$ cat config.mk
export PLATFORM = sky130hd
export DESIGN_NAME = adjust_controller
export DESIGN_NICKNAME = d
export VERILOG_FILES = /design/src/rtl/adjust_pkg.sv /design/src/rtl/mod_updown.sv /design/src/rtl/adjust_controller.sv
export SDC_FILE = /design/constraint.sdc
export NUM_CORES = 1
export LEC_CHECK = 0
export ABC_AREA = 1
export BUFFER_PORTS_ARGS = -buffer_cell sky130_fd_sc_hd__buf_2
export CORE_UTILIZATION = 45
export CTS_BUF_LIST = sky130_fd_sc_hd__clkbuf_16
export CTS_CLUSTER_DIAMETER = 100
export DETAILED_ROUTE_END_ITERATION = 7
export PLACE_DENSITY = 0.81
export SLEW_MARGIN = 20
export SYNTH_ARGS = -nofsm -noshare
export SYNTH_HDL_FRONTEND = slang
export SYNTH_SLANG_ARGS = --single-unit
$ cat constraint.sdc
create_clock -name clk -period 1.32 [get_ports clk]
set_input_delay 0.33 -clock clk [delete_from_list [all_inputs] [get_ports clk]]
set_output_delay 0.33 -clock clk [all_outputs]
set_load 0.005 [all_outputs]
$ cat src/rtl/adjust_pkg.sv
// ============================================================================
// adjust_pkg : shared types and constants for the clock adjust controller
// Rev 1.0
// ============================================================================
`default_nettype none

package adjust_pkg;

  typedef enum logic [1:0] {
    CLOCK  = 2'd0,
    ADJUST = 2'd1,
    COMMIT = 2'd2
  } state_t;

  localparam logic [1:0] SEL_THR  = 2'd0;
  localparam logic [1:0] SEL_TMIN = 2'd1;
  localparam logic [1:0] SEL_AHR  = 2'd2;
  localparam logic [1:0] SEL_AMIN = 2'd3;

  localparam int DEF_HR_MOD  = 24;
  localparam int DEF_MIN_MOD = 60;
  localparam int HR_W        = 5;
  localparam int MIN_W       = 6;

  function automatic logic [3:0] sel_onehot(input logic [1:0] s);
    return 4'b0001 << s;
  endfunction

endpackage

`default_nettype wire

$ cat src/rtl/mod_updown.sv
// ============================================================================
// mod_updown : loadable modulo-MOD register that steps up or down with wrap
// Rev 1.0
// ============================================================================
`default_nettype none

module mod_updown #(
  parameter int MOD   = 24,
  parameter int WIDTH = 5
) (
  input  logic             clk,
  input  logic             rst_n,
  input  logic             load,
  input  logic [WIDTH-1:0] load_val,
  input  logic             en,
  input  logic             up,
  input  logic             dn,
  output logic [WIDTH-1:0] val
);

  localparam logic [WIDTH-1:0] MAX_VAL = WIDTH'(MOD - 1);

  always_ff @(posedge clk) begin
    if (!rst_n) begin
      val <= '0;
    end else if (load) begin
      val <= load_val;
    end else if (en && up && !dn) begin
      val <= (val == MAX_VAL) ? '0 : val + 1'b1;
    end else if (en && dn && !up) begin
      val <= (val == '0) ? MAX_VAL : val - 1'b1;
    end
  end

endmodule

`default_nettype wire

$ cat src/rtl/adjust_controller.sv
// ============================================================================
// adjust_controller : button-driven adjust-mode sequencer for time and alarm
// Rev 1.0
// ============================================================================
`default_nettype none

module adjust_controller
  import adjust_pkg::*;
#(
  parameter int HR_MOD  = DEF_HR_MOD,
  parameter int MIN_MOD = DEF_MIN_MOD
) (
  input  logic       clk,
  input  logic       rst_n,
  input  logic       btn_c,
  input  logic       btn_l,
  input  logic       btn_r,
  input  logic       btn_u,
  input  logic       btn_d,
  input  logic [4:0] cur_hr,
  input  logic [5:0] cur_min,
  output logic       adj_mode,
  output logic [1:0] sel,
  output logic [4:0] edit_hr,
  output logic [5:0] edit_min,
  output logic [4:0] alarm_hr,
  output logic [5:0] alarm_min,
  output logic       time_load,
  output logic [3:0] leds
);

  state_t state;

  logic             capture;
  logic             adj_active;
  logic             nav;
  logic             step_en;
  logic [1:0]       sel_next;
  logic [HR_W-1:0]  cap_hr;
  logic [MIN_W-1:0] cap_min;

  // Priority decode: centre beats navigation beats value stepping.
  always_comb begin
    capture    = (state == CLOCK) && btn_c;
    adj_active = (state == ADJUST) && !btn_c;
    nav        = adj_active && (btn_l ^ btn_r);
    step_en    = adj_active && !btn_l && !btn_r && (btn_u ^ btn_d);
    sel_next   = btn_r ? sel + 2'd1 : sel - 2'd1;
    cap_hr     = (32'(cur_hr)  < HR_MOD)  ? cur_hr  : '0;
    cap_min    = (32'(cur_min) < MIN_MOD) ? cur_min : '0;
  end

  mod_updown #(.MOD(HR_MOD), .WIDTH(HR_W)) u_time_hr (
    .clk      (clk),
    .rst_n    (rst_n),
    .load     (capture),
    .load_val (cap_hr),
    .en       (step_en && (sel == SEL_THR)),
    .up       (btn_u),
    .dn       (btn_d),
    .val      (edit_hr)
  );

  mod_updown #(.MOD(MIN_MOD), .WIDTH(MIN_W)) u_time_min (
    .clk      (clk),
    .rst_n    (rst_n),
    .load     (capture),
    .load_val (cap_min),
    .en       (step_en && (sel == SEL_TMIN)),
    .up       (btn_u),
    .dn       (btn_d),
    .val      (edit_min)
  );

  mod_updown #(.MOD(HR_MOD), .WIDTH(HR_W)) u_alarm_hr (
    .clk      (clk),
    .rst_n    (rst_n),
    .load     (1'b0),
    .load_val ('0),
    .en       (step_en && (sel == SEL_AHR)),
    .up       (btn_u),
    .dn       (btn_d),
    .val      (alarm_hr)
  );

  mod_updown #(.MOD(MIN_MOD), .WIDTH(MIN_W)) u_alarm_min (
    .clk      (clk),
    .rst_n    (rst_n),
    .load     (1'b0),
    .load_val ('0),
    .en       (step_en && (sel == SEL_AMIN)),
    .up       (btn_u),
    .dn       (btn_d),
    .val      (alarm_min)
  );

  always_ff @(posedge clk) begin
    if (!rst_n) begin
      state     <= CLOCK;
      sel       <= SEL_THR;
      adj_mode  <= 1'b0;
      time_load <= 1'b0;
      leds      <= 4'b0000;
    end else begin
      case (state)
        CLOCK: begin
          time_load <= 1'b0;
          if (btn_c) begin
            state    <= ADJUST;
            sel      <= SEL_THR;
            adj_mode <= 1'b1;
            leds     <= sel_onehot(SEL_THR);
          end
        end
        ADJUST: begin
          if (btn_c) begin
            state     <= COMMIT;
            adj_mode  <= 1'b0;
            leds      <= 4'b0000;
            time_load <= 1'b1;
          end else if (nav) begin
            sel  <= sel_next;
            leds <= sel_onehot(sel_next);
          end
        end
        COMMIT: begin
          state     <= CLOCK;
          time_load <= 1'b0;
        end
        default: begin
          state     <= CLOCK;
          adj_mode  <= 1'b0;
          time_load <= 1'b0;
          leds      <= 4'b0000;
        end
      endcase
    end
  end

endmodule

`default_nettype wire

==> flow_summary.yaml <==
clock_tree:
  cts_root_buffer: "clkbuf_16"
  clk_latency_ns: 0.28
  clock_path_buffers: 2
  cts_tree: "yes"
  ctsHoldBuffers: 0
  cts_buffers: 5
  htreeDepth: 2
  path_clk_slew_ns: 0.05
  numClockSinks: 32
setup_path:
  slowest_delay_ns: 0.37
  end_kind: "flip-flop"
  arrival_ns: 1.58
  critPathKind: "reg2reg"
  r2r_slack_ns: -0.11
  crit_buf_inv: 1
  cpMostUsedCell: "nand2_1"
  crit_family: "simple AND/OR/NAND/NOR gates"
  crit_required_ns: 1.48
  crit_path_max_fanout: 5
  critical-path-slowest-cell: "dfxtp_4"
  cp-start-kind: "flip-flop"
  cp_cell_sequence: "inv_2 -> ha_4 -> nand2_1 -> nand2_1 -> nand2_1 -> nor2_1 -> nand2_1 -> nand3_1 -> a21oi_2"
placed_design:
  dp_hpwl_mm: 5.623
  dp_slack_ns: -0.1833
  port_buffers: 47
  place_congestion: 0.9166
  placedCellCount: 584
die:
  io_pins: 48
  fp-row-count: 27
  core_area_sq_um: 5574
  die_area_sq_um: 6154
  die_y_microns: 78.45
  die_w_microns: 78.45
  floorplan.initialDensity_pct: 47.18
sta:
  fin_crit_sh_pct: 108.1
  finalHoldViolations: 0
  rsz0062_at_grt: "yes"
  fin_skew_ns: 0.003934
  clock.fmax_mhz: 700.6
  setup_viol: 19
  fin_crit_ns: 1.427
  finalMaxSlewViolations: 0
  worst_pin_slew_ns: 0.2651
  worst_slack_ns: -0.1073
  fin_tns_setup_ns: -0.8733
  slew_headroom_pct: 82.19
finish:
  utilization_pct: 71.40
  layout-drive-gt1-share_pct: 42.91
  antenna_cells: 0
  syn2layout_area_growth_pct: 51.33
  final_cells: 601
  fin_nets: 561
  fillers: 386
logic_synthesis:
  avgSynthCellArea_sq_um: 6.384
  syn_area_sq_um: 2630
  synthCells: 412
  ys_seq_area_share_pct: 24.36
  ys_types: 35
  syn_nets: 444
  ys_seq_elements: 32
  yosysWarningCount: 0
power:
  combPwrFrac_pct: 32.7
  swShare_pct: 33.80
  seqPwrFrac_pct: 33.8
  internal-power_mw: 2.161
  p_per_area_nw_per_um2: 820.1
  max-vdd-ir-drop_v: 0.0006081
  design_power_total_mw: 3.264
  power.leakage_nw: 1.922
  p_switching_mw: 1.103
  clock_power_share_pct: 33.6
global_route:
  grt_pass1_vias: 2902
  grtUsageTotal_pct: 25.94
  antenna_found_initial: 0
  gr-total-overflow: 0
  grt_max_degree: 15
  grt_pass1_wl_mm: 12.78
detailed_routing:
  vias: 3294
  avgRoutedWirePerCell_microns: 14.72
  dr.pass1.iters: 5
  finalWirelength_mm: 8.845
  drc: 0
  drtAntennaViolNets: 0
  drt-vias-per-instance: 5.481
  drt_iter0_drc: 208
run:
  cap_violations: 0
status:
  violations: "negative setup slack"
  status: "finished with violations"
worst_hold_path:
  hold_class: "in2reg"
## registers in the layout, indices dropped and copies added, names as in the netlist
signal,flops
adj_mode,1
leds,4
sel,2
state,2
time_load,1
u_alarm_hr.val,5
u_alarm_min.val,6
u_time_hr.val,5
u_time_min.val,6
## stage by stage
step	area (sq um)	hold slack, ns
finish	3980	0.4041
global route	3980	0.4169
CTS	3638	0.4048
detailed placement	3390	0.4748
global placement	3390	0.4528
floorplan	2645	0.4556
## kinds of logic (layout without fill, tap and decap cells)
| logic type | Yosys count | count (layout) | synth area share (%) |
|---|---|---|---|
| adders and majority gates | 14 | 14 | 6.660 |
| and+or+nand+nor | 217 | 217 | 40.44 |
| DFF | 32 | 32 | 24.36 |
| AOI/OAI and AO/OA | 70 | 70 | 14.89 |
| buffers and inverters | 69 | 186 | 10.32 |
| xor gates and xnor gates | 10 | 10 | 3.330 |
## power by group through the flow
stage	registers (mW)	clock network (mW)	logic (mW)
finish	1.10	1.10	1.07
global placement	1.11	0	0.820
global route	1.11	1.15	1.15
floorplan	1.10	0	0.490
detailed placement	1.11	0	0.839
CTS	1.09	1.08	0.874
## cell type report
cell class,instances,area [sq um],area share (%)
multi-input cells,311,2034,51.12
repair buffers,119,802.0,20.15
flip-flops and latches,32,673.1,16.91
inverters,60,247.7,6.224
clock buffers,5,125.1,3.144
well taps,72,90.09,2.263
clock inverters,2,7.507,0.1886
## placed cells by master (no fill, tap or decap), types with 6 or more instances in the layout
master,netlist,final
nand2_1,71,66
buf_4,0,65
buf_2,4,47
inv_1,54,46
nor2_1,57,42
nand3_1,51,40
a21oi_1,28,22
o21ai_0,31,19
dfxtp_1,32,18
nor2_2,2,13
o21ai_1,1,11
nand3_2,2,11
nor2_4,5,9
nand4_1,8,8
dfxtp_2,0,8
inv_2,6,7
nand2_2,3,7
ha_4,0,7
buf_6,1,7
inv_4,0,6
a21oi_2,0,6
dfxtp_4,0,6
## per-layer routing
layer	share of wire, %	wire length, microns	global-route usage (%)	vias to the layer above
met5	0	0	0	-
met4	2.6	228	11.48	0
met3	5.5	490	4.186	32
met2	50	4450	44.30	145
met1	42	3675	31.86	1534
li1	-	-	-	1583
## worst reg2reg max path, stage by stage (launching register included)
cell and delay (ns):
dfxtp_4 0.37, inv_2 0.11, ha_4 0.16, nand2_1 0.10, nand2_1 0.09, nand2_1 0.06
nor2_1 0.13, nand2_1 0.11, nand3_1 0.12, a21oi_2 0.06
## worst paths after layout
check,startpoint,end,depth (start not counted)
max reg2reg,u_time_min.val[0],u_time_min.val[4],9
min reg2reg,adj_mode,adj_mode,2
max,u_time_min.val[0],u_time_min.val[4],9
min,cur_hr[3],u_time_hr.val[4],4
## cell usage after synthesis
library cell | count | area [sq um]
a211oi_1 | 1 | 7.510
a21oi_1 | 28 | 140.1
a31oi_1 | 2 | 12.51
buf_1 | 1 | 3.750
buf_2 | 4 | 20.02
buf_6 | 1 | 11.26
clkbuf_1 | 3 | 11.26
dfxtp_1 | 32 | 640.6
ha_1 | 14 | 175.2
inv_1 | 54 | 202.7
inv_2 | 6 | 22.52
nand2_1 | 71 | 266.5
nand2_2 | 3 | 18.77
nand2_4 | 2 | 22.52
nand3_1 | 51 | 255.2
nand3_2 | 2 | 20.02
nand3_4 | 3 | 52.55
nand4_1 | 8 | 50.05
nor2_1 | 57 | 214.0
nor2_2 | 2 | 12.51
nor2_4 | 5 | 56.30
nor2_8 | 1 | 20.02
nor3_1 | 8 | 40.04
nor3_4 | 1 | 16.27
o2111ai_1 | 1 | 8.760
o211ai_1 | 2 | 15.01
o21ai_0 | 31 | 155.2
o21ai_1 | 1 | 5.000
o21ai_4 | 2 | 32.53
o21bai_1 | 1 | 7.510
o31ai_1 | 1 | 7.510
or2_1 | 1 | 6.260
or2_2 | 2 | 12.51
xnor2_1 | 4 | 35.03
xor2_1 | 6 | 52.55
## timing repair
action	CTS	global route
endpoints found under the setup margin	28	30
pin swaps	6	42
setup buffers	1	9
gates resized for setup	34	82
No activity file was read; power rests on OpenSTA's default activity.
